## config.mk

```make
export PLATFORM = sky130hd
export DESIGN_NAME = row_packer
export DESIGN_NICKNAME = d
export VERILOG_FILES = /design/src/rtl/jpeg_pkg.sv /design/src/rtl/sat_trunc.sv /design/src/rtl/row_packer.sv
export SDC_FILE = /design/constraint.sdc
export NUM_CORES = 1
export LEC_CHECK = 0
export CORE_AREA = 2 2 151 109
export CTS_CLUSTER_SIZE = 28
export DETAILED_ROUTE_END_ITERATION = 10
export DIE_AREA = 0 0 153 111
export PLACE_DENSITY = 0.79
export SYNTH_ARGS = -nofsm -noshare
export SYNTH_HDL_FRONTEND = slang
export SYNTH_SLANG_ARGS = --single-unit
```

## constraint.sdc

```tcl
create_clock -name clk -period 1.84 [get_ports clk]
set_clock_uncertainty 0.05 [all_clocks]
set_input_delay 0.276 -clock clk [delete_from_list [all_inputs] [get_ports clk]]
set_output_delay 0.276 -clock clk [all_outputs]
set_load 0.02 [all_outputs]
```

## src/rtl/jpeg_pkg.sv

```systemverilog
// Shared constants and types for the JPEG DCT transpose path.
package jpeg_pkg;

  localparam int DIN_W  = 16;
  localparam int SAMP_W = 12;
  localparam int N      = 8;
  localparam int ROW_W  = 96;

  typedef logic signed [SAMP_W-1:0] samp_t;
  typedef logic [ROW_W-1:0]         row_t;

  typedef enum logic {
    IDLE = 1'b0,
    FILL = 1'b1
  } pack_state_t;

endpackage

```

## src/rtl/sat_trunc.sv

```systemverilog
// DIN_W -> SAMP_W sample conversion for the row packer.
// Build option: ROW_PACKER_SAT_EN selects signed saturation; otherwise the
// low SAMP_W bits are kept. Purely combinational, so the packer latency is
// identical in both builds.
module sat_trunc #(
  parameter int DIN_W  = 16,
  parameter int SAMP_W = 12
) (
  input  logic [DIN_W-1:0]  din,
  output logic [SAMP_W-1:0] dout
);

`ifdef ROW_PACKER_SAT_EN
  // Bits above the target sign bit must all match it for the value to fit.
  logic [DIN_W-SAMP_W:0] hi;
  logic                  fits;

  assign hi   = din[DIN_W-1:SAMP_W-1];
  assign fits = (&hi) | (~|hi);

  // Clamp to the most positive / most negative SAMP_W code when out of range.
  always_comb begin
    dout = din[SAMP_W-1:0];
    if (!fits) begin
      if (din[DIN_W-1]) dout = {1'b1, {(SAMP_W-1){1'b0}}};
      else              dout = {1'b0, {(SAMP_W-1){1'b1}}};
    end
  end
`else
  // Upper bits are intentionally dropped in the truncating build.
  logic unused_hi;

  assign unused_hi = ^din[DIN_W-1:SAMP_W];
  assign dout      = din[SAMP_W-1:0];
`endif

endmodule

```

## src/rtl/row_packer.sv

```systemverilog
// row_packer: packs serial row-DCT coefficients into 96-bit transpose rows.
// Eight samples form one row (first sample in the MSBs), eight rows form a
// block. A block only starts when the transpose memory reports empty.
// Build option: ROW_PACKER_SAT_EN (saturate instead of truncate, in sat_trunc).
module row_packer
  import jpeg_pkg::*;
#(
  parameter int DIN_W  = jpeg_pkg::DIN_W,
  parameter int SAMP_W = jpeg_pkg::SAMP_W,
  parameter int N      = jpeg_pkg::N
) (
  input  logic             clk,
  input  logic             rst,
  input  logic             in_valid,
  input  logic [DIN_W-1:0] in_data,
  output logic             in_ready,
  input  logic             tp_empty,
  output logic             wr,
  output row_t             row,
  output logic             blk_done
);

  localparam int CW   = $clog2(N);
  localparam int SH_W = (N-1)*SAMP_W;

  if (N*SAMP_W != ROW_W) begin : g_bad_geom
    $error("row_packer: N*SAMP_W must equal ROW_W");
  end

  pack_state_t       state, state_n;
  logic [CW-1:0]     scnt, rcnt;
  logic [SH_W-1:0]   shreg;
  logic [SAMP_W-1:0] samp;
  logic              accept, last_samp, last_row;

  sat_trunc #(
    .DIN_W (DIN_W),
    .SAMP_W(SAMP_W)
  ) u_conv (
    .din (in_data),
    .dout(samp)
  );

  assign in_ready  = (state == FILL);
  assign accept    = in_valid & in_ready;
  assign last_samp = (scnt == CW'(N-1));
  assign last_row  = (rcnt == CW'(N-1));

  // State register.
  always_ff @(posedge clk) begin
    if (rst) state <= IDLE;
    else     state <= state_n;
  end

  // Next state: tp_empty is only looked at in IDLE; a block runs to completion.
  always_comb begin
    state_n = state;
    case (state)
      IDLE:    if (tp_empty) state_n = FILL;
      FILL:    if (accept && last_samp && last_row) state_n = IDLE;
      default: state_n = IDLE;
    endcase
  end

  // Sample / row counters; held at zero whenever no block is open.
  always_ff @(posedge clk) begin
    if (rst || state == IDLE) begin
      scnt <= '0;
      rcnt <= '0;
    end else if (accept) begin
      scnt <= scnt + 1'b1;
      if (last_samp) rcnt <= rcnt + 1'b1;
    end
  end

  // Shift register holds the first N-1 samples of the row being collected.
  always_ff @(posedge clk) begin
    if (rst)         shreg <= '0;
    else if (accept) shreg <= {shreg[SH_W-SAMP_W-1:0], samp};
  end

  // Completed row goes out one cycle after its last sample; row holds otherwise.
  always_ff @(posedge clk) begin
    if (rst) begin
      row      <= '0;
      wr       <= 1'b0;
      blk_done <= 1'b0;
    end else begin
      wr       <= accept & last_samp;
      blk_done <= accept & last_samp & last_row;
      if (accept && last_samp) row <= {shreg, samp};
    end
  end

endmodule

```

==> metrics.md <==
| Metric | Value |
|---|---|
| Status | finished clean |
| DRT Pass-1 Iters | 6 |
| Hpwl dp | about 11,000 um |
| Area leader, netlist | dfxtp_1 |
| Die area | between 15,000 and 20,000 um^2 |
| Skew-Pair Late Insertion Delay | around 0.43 ns |
| Worst R2R Path Depth | 5 |
| Kind of critical path | reg -> out |
| Core ar. | 15,800 um^2 |
| Worst path required time | roughly 1.5 ns |
| Worst-path cell chain | clkdlybuf4s50_1 |
| Class of the worst hold path | in -> reg |
| Cts bufs inserted | 17 |
| Min-delay src | in_valid |
| Ranking of synthesized cells by area | dfxtp_1 46%, nand2b_1 15%, mux2i_1 12% |
| Avg Inst Size Synth | 9.84 um^2 |
| Syn Std Cell Area | a little over 8000 um^2 |
| WP buf/inv | 1 |
| Buffers on Ports | 114 |
| Post-synthesis cell count | 838 |
| WHS | ~0.15 ns |
| Synth warn | 0 |
| Clock Pin Slew Worst Setup and Hold Paths | 0.07 ns |
| Drt total wl | 17,400 um |
| # rows | 39 |
| Fin util | 0.635 |
| Number of global-route vias before repair | roughly 5,500 |
| Slowest stage delay, CP | 0.62 ns |
| Tcrit/Tclk final | 0.971 |
| Post-synthesis sequential area ratio | 0.459 |
| Area fraction of the dominant cell type after synthesis | 0.459 |
| Flops & latches, synth | 189 |
| DRC | 0 |
| Synth Area in XOR/XNOR | 0.00106 |
| Worst setup EP type | primary output |
| Net Count, Synth | 862 |
| Initial antenna violation count | 0 |
| Post-DRT Antenna Nets | 0 |
| First-pass GRT wire length | roughly 28,000 um |
| Minimum clock period | roughly 1.8 ns |
| Area grow syn2layout | 21.4% |
| Design Power | 8280 uW |
| Postcts setup bufs | 0 |
| Sink Count | about 190 |
| Starting Density | 0.523 |
| Final Hold Fails | 0 |
| Routed via count | 5,887 |
| Critical Path AT | 1.46 ns |
| Ant diodes | 0 |
| Setup TNS | 0 ns |
| Worst path slowest cell | clkdlybuf4s50_1 |
| Simple-Gate Fraction of Synth Area | 0.204 |
| CTS tree | done |
| DIE WIDTH | around 150 um |
| Leakage power | 0.00322 uW |
| Crit path max-delay family | buffers and inverters |
| Synth Area in Adders | 0.00607 |
| Cell Pwr Density | 827 nW/um^2 |
| I/O Pins | around 120 |
| Vias per cell | 5.25 |
| Die height | 111 um |
| Max_slew headroom | 0.565 |
| GRT Util Overall | 0.206 |
| Routability Congestion | 0.751 |
| Post-synthesis compound-gate area fraction | 0.160 |
| 1st-iter DRT viols | just under 400 |
| Max IR drop VDD | ~0.63 mV |
| Global route total overflow | 0 |
| Worst Setup Start Kind | register |
| Hold Buf Count CTS | 0 |
| Max Slew Vio Count | 0 |
| Nets | between 900 and 1,000 |
| CTS max path bufs | 2 |
| Reg2Reg Setup Slack | 0.23 ns |
| Crit-path max FO | 7 |
| FILL cells | 1,261 |
| Hold path depth | 2 |
| Tightest Pin Transition | 0.652 ns |
| Fmax | 559 MHz |
| H-tree levels | 4 |
| Max-Cap Viols | 0 |
| Largest family of logic cells by synthesized area | simple AND/OR/NAND/NOR gates |
| Setup Viol. Count Final | 0 |
| Hold Path End | in_ready |
| Root Buffer | clkbuf_16 |
| RSZ-0062 raised after global routing | false |
| Mux cell area share after synthesis | 0.119 |
| Reg-to-reg startpoint | scnt[0] |
| Post_cts resized | 0 |
| Yosys cell types | 23 |
| Largest net degree at the start of global routing | 128 |
| Routed wire length per instance | about 15 um |
| R2r endpoint | row[77] |
| Layout cells sized above 1 | 0.133 |
[routing by layer]
layer	wire (um)	part of all wire	GRT usage
met3	1110	0.064	0.0653
met2	7090	0.41	0.278
met5	0	0	0
met1	8910	0.51	0.307
met4	244	0.014	0.0685
[stage by stage]
| step | setup WS, ns | area, um^2 | std cells |
|---|---|---|---|
| floorplan | 0.204 | 8240 | 838 |
| global placement | 0.301 | 9410 | 1089 |
| detailed placement | 0.239 | 9410 | 1089 |
| CTS | 0.0368 | 10000 | 1121 |
| global route | 0.0248 | 10000 | 1121 |
| finish | 0.0525 | 10000 | 1121 |
[logic make-up after synthesis]
logic type,Yosys count
flops,189
fa+ha+maj,4
xor+xnor,1
compound gates,176
buf+inv,83
mux,98
simple gates,287
[how the worst max path moves through the flow]
stage	startpoint	to	slack [ns]	depth (start not counted)
floorplan	scnt[0]	row[55]	0.20	8
global placement	scnt[0]	row[87]	0.30	5
detailed placement	scnt[0]	row[77]	0.24	5
CTS	in_ready	in_ready	0.04	1
global route	in_ready	in_ready	0.02	1
finish	in_ready	in_ready	0.05	1
[layout by cell type, fill, tap and decap left out, types with 2 or more instances in the layout]
cell and instances:
clkdlybuf4s50_1 112, clkinv_2 2, dfxtp_1 188, buf_12 5
a21bo_1 14, nand2b_1 193, bufinv_16 3, nor2_1 3
ha_1 4, clkinvlp_4 5, nand3_1 86, clkbuf_16 17
inv_6 2, a21bo_2 73, a21oi_1 87, mux2i_1 98
buf_4 10
[final cells by class]
type	instances	area, um^2	area share
Timing Repair Buffer	128	1310	0.131
Multi-Input combinational cell	566	4050	0.405
Inverter	1	3.75	0.000375
Tap cell	205	256	0.0256
Sequential cell	189	3790	0.378
Clock inverter	13	164	0.0164
Clock buffer	19	443	0.0442
[Yosys cell counts]
| cell type | count |
|---|---|
| a21bo_2 | 73 |
| nand2b_1 | 193 |
| xnor2_1 | 1 |
| inv_1 | 1 |
| nor3b_1 | 1 |
| nor4b_1 | 1 |
| dfxtp_1 | 189 |
| nor2_1 | 3 |
| a21oi_1 | 87 |
| nand3b_1 | 1 |
| nand3_1 | 86 |
| a41oi_1 | 1 |
| a21bo_1 | 14 |
| and3_1 | 1 |
| nand2_1 | 1 |
| buf_2 | 26 |
| clkbuf_1 | 37 |
| mux2i_1 | 98 |
| buf_6 | 7 |
| buf_1 | 7 |
| buf_4 | 5 |
| ha_1 | 4 |
| o21bai_1 | 1 |
[registers in the layout (all words and copies together) (netlist names)]
register / cells
blk_done: 1
in_ready: 1
wr: 1
shreg: 84
rcnt: 3
row: 96
scnt: 3
[power by group]
part	total [uW]	leakage, uW	internal, uW	switching, uW
combinational	380	0.00142	147	233
clock	3780	0.000282	2180	1600
sequential	4120	0.00152	4110	18.2
total	8280	0.00322	6430	1850
Note: power is estimated with default switching activity, not from simulation.
